--- src/rtl/rv_tx_buffer.sv ---
// rv_tx_buffer
//   Transmit-side endpoint of the valid/ready link. Result words from the MAC
//   array are pushed into a small circular FIFO. The head word is presented
//   downstream until the receiver accepts it.
//
// Ports
//   clk         rising-edge clock
//   reset       synchronous, active-high; clears pointers, count and overflow
//   wr_en       producer push request (ignored while full)
//   wr_data     word to push
//   full        count == DEPTH
//   overflow    sticky: a push was attempted while full
//   valid       link valid, count != 0
//   ready       link ready from the receiver
//   data_out    head-of-FIFO word
//   en_data_Tx  transfer strobe, valid & ready
//   count       current occupancy
//
// Handshake: a word transfers at a rising edge where valid and ready are both
// high. Once valid is raised it stays high, and data_out stays stable, until
// that edge. valid is derived only from registered state and never from ready.
// en_data_Tx is the only output with a combinational path from an input.
module rv_tx_buffer #(
  parameter int DATA_W = 64,
  parameter int DEPTH  = 4
) (
  input  logic                       clk,
  input  logic                       reset,
  input  logic                       wr_en,
  input  logic [DATA_W-1:0]          wr_data,
  output logic                       full,
  output logic                       overflow,
  output logic                       valid,
  input  logic                       ready,
  output logic [DATA_W-1:0]          data_out,
  output logic                       en_data_Tx,
  output logic [$clog2(DEPTH+1)-1:0] count
);

  localparam int AW = $clog2(DEPTH);
  localparam int CW = $clog2(DEPTH+1);

  logic [DATA_W-1:0] mem [DEPTH];
  logic [AW-1:0]     wr_ptr;
  logic [AW-1:0]     rd_ptr;
  logic              push;
  logic              pop;

  assign full       = (count == CW'(DEPTH));
  assign valid      = (count != '0);
  assign data_out   = mem[rd_ptr];
  assign en_data_Tx = valid & ready;

  // full is taken from the pre-edge count, so a write is dropped while full
  // even when a pop frees a slot at the same edge.
  assign push = wr_en & ~full;
  assign pop  = en_data_Tx;

  // Storage has no reset; stale contents are unreachable once the pointers
  // and count are cleared.
  always_ff @(posedge clk) begin
    if (!reset && push) begin
      mem[wr_ptr] <= wr_data;
    end
  end

  always_ff @(posedge clk) begin
    if (reset) begin
      wr_ptr   <= '0;
      rd_ptr   <= '0;
      count    <= '0;
      overflow <= 1'b0;
    end else begin
      if (push) begin
        wr_ptr <= wr_ptr + AW'(1);
      end
      if (pop) begin
        rd_ptr <= rd_ptr + AW'(1);
      end
      case ({push, pop})
        2'b10:   count <= count + CW'(1);
        2'b01:   count <= count - CW'(1);
        default: count <= count;
      endcase
      if (wr_en && full) begin
        overflow <= 1'b1;
      end
    end
  end

endmodule

--- config.mk ---
export PLATFORM = sky130hd
export DESIGN_NAME = rv_tx_buffer
export DESIGN_NICKNAME = d
export VERILOG_FILES = /design/src/rtl/rv_tx_buffer.sv
export SDC_FILE = /design/constraint.sdc
export NUM_CORES = 1
export LEC_CHECK = 0
export ABC_CLOCK_PERIOD_IN_PS = 9100
export CAP_MARGIN = 10
export CORE_UTILIZATION = 52
export CTS_CLUSTER_DIAMETER = 50
export CTS_CLUSTER_SIZE = 16
export DETAILED_ROUTE_END_ITERATION = 6
export PLACE_DENSITY = 0.74
export SLEW_MARGIN = 30
export SYNTH_ARGS = -nofsm -noshare
export SYNTH_HDL_FRONTEND = slang
export SYNTH_SLANG_ARGS = --single-unit
--- constraint.sdc ---
create_clock -name clk -period 9.1 [get_ports clk]
set_input_delay 1.82 -clock clk [delete_from_list [all_inputs] [get_ports clk]]
set_output_delay 1.82 -clock clk [all_outputs]
set_load 0.1 [all_outputs]
==> summary.txt <==
Setup CP Type = primary input to output port
Post-CTS Setup Bufs = 0
Grt met3 use = 4.198%
Critical R2R Launch = count[2]
Met2 Use GR = 29.04%
CTS sink cnt = 266
Sequential power share = 36.0%
Global route total overflow = 0
Mapped Cells = 389
Tcrit/Tclk final = 60.50%
Final Setup Violations = 0
DRT antenna net count = 0
Overall die height = 139.5 microns
Num rows = 49
Starting density of the core = 53.81%
Synth top area share = 78.19%
Pins Over Slew Limit = 0
Layout area overhead = 24.87%
Area of the core = 18,270 sq um
Register-to-register setup slack = 6.60 ns
Outcome = complete, no violations
Initial antenna violation count = 0
Vias per cell = 5.610
Internal = 2.436 mW
DR DRC count = 0
Final Power = 4.089 mW
Worst R2R End = count[2]
Post-Synthesis Mean Instance Area = 25.27 sq um
Final nets = 623
Most used routing layer = met2
Mapped Area = 9832 sq um
Synth area leaders = edfxtp_1 (78%), mux4_2 (14%), dfxtp_1 (2.0%), buf_12 (1.2%), mux4_1 (1.1%)
Met1 Resource Use GR = 24.39%
Hold endpoint = overflow
Post-route minimum period = 5.505 ns
Clock power share = 25.3%
Worst-Skew Late Latency = 0.53 ns
Startpoint types = primary input
First-pass GRT wire length = 26,250 microns
GP Congestion = 0.6742
Cell count of the worst hold path = 2
Worst r2r path cells = 8
DRT Pass-1 Iters = 4
HP Start = overflow
Die area = 19,460 sq um
Hpwl dp = 9550 microns
Final Hold Vio Count = 0
RSZ-0062 raised after global routing = no
F_max = 181.6 MHz
Number of global-route vias before repair = 4,750
Max Root-Sink Buffers = 3
IO Pins = 139
Root buf cell = clkbuf_16
P_leak = 3.885 nW
Post-Layout Cell Count = 795
Yosys warning total = 0
Post-CTS Hold Buffers = 0
# resized after CTS = 0
CTS tree = done
# diodes = 0
MaxCap Viol Count = 0
GR Util All Layers = 17.80%
Hold Path Class = register to register
# placed instances = 749
Layout cells sized above 1 = 21.73%
Total number of vias = 4,460
Post-Route WL = 16,810 microns
Synth unique cells = 25
Fin Hold WS = 0.4704 ns
Sw Share = 40.42%
Maximum VDD drop = 330.7 uV
Htree depth = 1
Sequential fraction of the synthesis area = 80.22%
Biggest area consumer among synthesized cells = edfxtp_1
Comb pwr share = 38.7%
Worst slew margin = 31.69%
Largest net degree at the start of global routing = 65
Post-Syn Nets = 463
Num CTS Buffers = 26
DR iter-0 viols = 208
Crit path DAT = 3.69 ns
Clock skew = 0.02478 ns
CP startpoint = ready
Routed len/inst = 21.15 microns
I/O Buffers = 138
Power Density = 333.1 nW/um^2
DIE WIDTH = 139.5 microns
Synth Register Bits = 266
Clock transition at path regs = 0.07 ns
Critical path required time = 7.28 ns
Net Switching = 1.653 mW
Worst-margin pin slew = 1.022 ns
Critical path fanouts, max = 3
Setup crit end kind = output port
Sum Neg Setup Slack = 0 ns
[kinds of logic after synthesis]
kind of cell | Yosys count | share of synthesized area [%]
flops | 266 | 80.22
xor+xnor | 4 | 0.3564
fa+ha+maj | 6 | 0.8399
buf+inv | 22 | 2.036
compound gates | 8 | 0.4836
mux | 65 | 14.91
simple gates | 18 | 1.145
[routing by layer]
metal / wire [microns] / part of all wire, %
met1: 7110 / 42
met2: 8210 / 49
met3: 1128 / 6.7
met4: 363 / 2.2
met5: 0 / 0
[how the worst max path moves through the flow]
stage	end	slack [ns]	cells after the start
5_1_grt	en_data_Tx	3.58	3
3_5_place_dp	en_data_Tx	3.62	3
4_1_cts	data_out[54]	3.55	3
3_3_place_gp	en_data_Tx	3.64	3
6_report	en_data_Tx	3.59	3
2_1_floorplan	mem[0][0]	1.80	2
[registers in the layout, indices dropped and copies added, names as in the netlist, named ones only]
name	count
rd_ptr	2
count	3
overflow	1
mem	256
wr_ptr	2
[critical path: stages]
cell and delay [ns]:
clkdlybuf4s50_1 0.49, o31a_1 0.21, clkdlybuf4s50_1 1.16
[cells in the final DEF, fill, tap and decap left out]
master,count
nor3b_2,4
clkbuf_8,2
buf_12,1
o21ai_0,2
nor2_1,7
inv_1,6
clkdlybuf4s50_1,136
clkbuf_16,28
nand2b_1,3
edfxtp_1,256
xnor2_1,1
clkbuf_1,1
mux4_2,60
nor3b_4,1
clkinv_2,3
o311ai_0,1
mux4_1,4
buf_6,1
buf_4,8
buf_2,2
clkinvlp_4,4
inv_6,2
fa_1,1
inv_8,3
o31a_1,1
xor2_1,3
a21oi_1,4
or3_1,3
mux2i_1,1
dfxtp_4,2
clkinv_4,2
ha_1,5
dfxtp_1,8
[Yosys cell counts]
| master | n |
|---|---|
| buf_2 | 6 |
| xnor2_1 | 1 |
| xor2_1 | 3 |
| nor2_1 | 7 |
| or3_1 | 3 |
| nor3b_1 | 4 |
| mux2i_1 | 1 |
| o21ai_0 | 2 |
| clkbuf_2 | 1 |
| nor3b_4 | 1 |
| clkbuf_1 | 1 |
| inv_1 | 6 |
| mux4_2 | 60 |
| buf_12 | 6 |
| mux4_1 | 4 |
| a21oi_1 | 4 |
| o311ai_0 | 1 |
| dfxtp_1 | 10 |
| nand2b_1 | 3 |
| o31a_1 | 1 |
| buf_6 | 1 |
| edfxtp_1 | 256 |
| ha_1 | 5 |
| buf_4 | 1 |
| fa_1 | 1 |
[per-stage QoR]
| stage | cell area, sq um | utilization [%] | worst slack, ns |
|---|---|---|---|
| 2_1_floorplan | 9832 | - | 1.798 |
| 3_3_place_gp | 11420 | 62.49 | 3.645 |
| 3_5_place_dp | 11420 | 62.49 | 3.618 |
| 4_1_cts | 12260 | 67.12 | 3.546 |
| 5_1_grt | 12280 | 67.20 | 3.582 |
| 6_report | 12280 | 67.20 | 3.595 |
[power groups by stage]
stage / Sequential [mW] / Clock (mW) / Combinational, mW
2_1_floorplan: 1.50 / 0 / 1.31
3_3_place_gp: 1.50 / 0 / 1.58
3_5_place_dp: 1.51 / 0 / 1.58
4_1_cts: 1.48 / 1.06 / 1.59
5_1_grt: 1.48 / 1.10 / 1.63
6_report: 1.47 / 1.04 / 1.58
[layout make-up]
| cell class | count | area (sq um) |
|---|---|---|
| Sequential cell | 266 | 7895 |
| Clock inverter | 14 | 113.9 |
| Tap cell | 229 | 286.5 |
| Inverter | 6 | 22.52 |
| Clock buffer | 31 | 732.0 |
| Fill cell | 1178 | 5993 |
| Timing Repair Buffer | 148 | 1463 |
| Multi-Input combinational cell | 101 | 1764 |
Note: power is estimated with default switching activity, not from simulation.
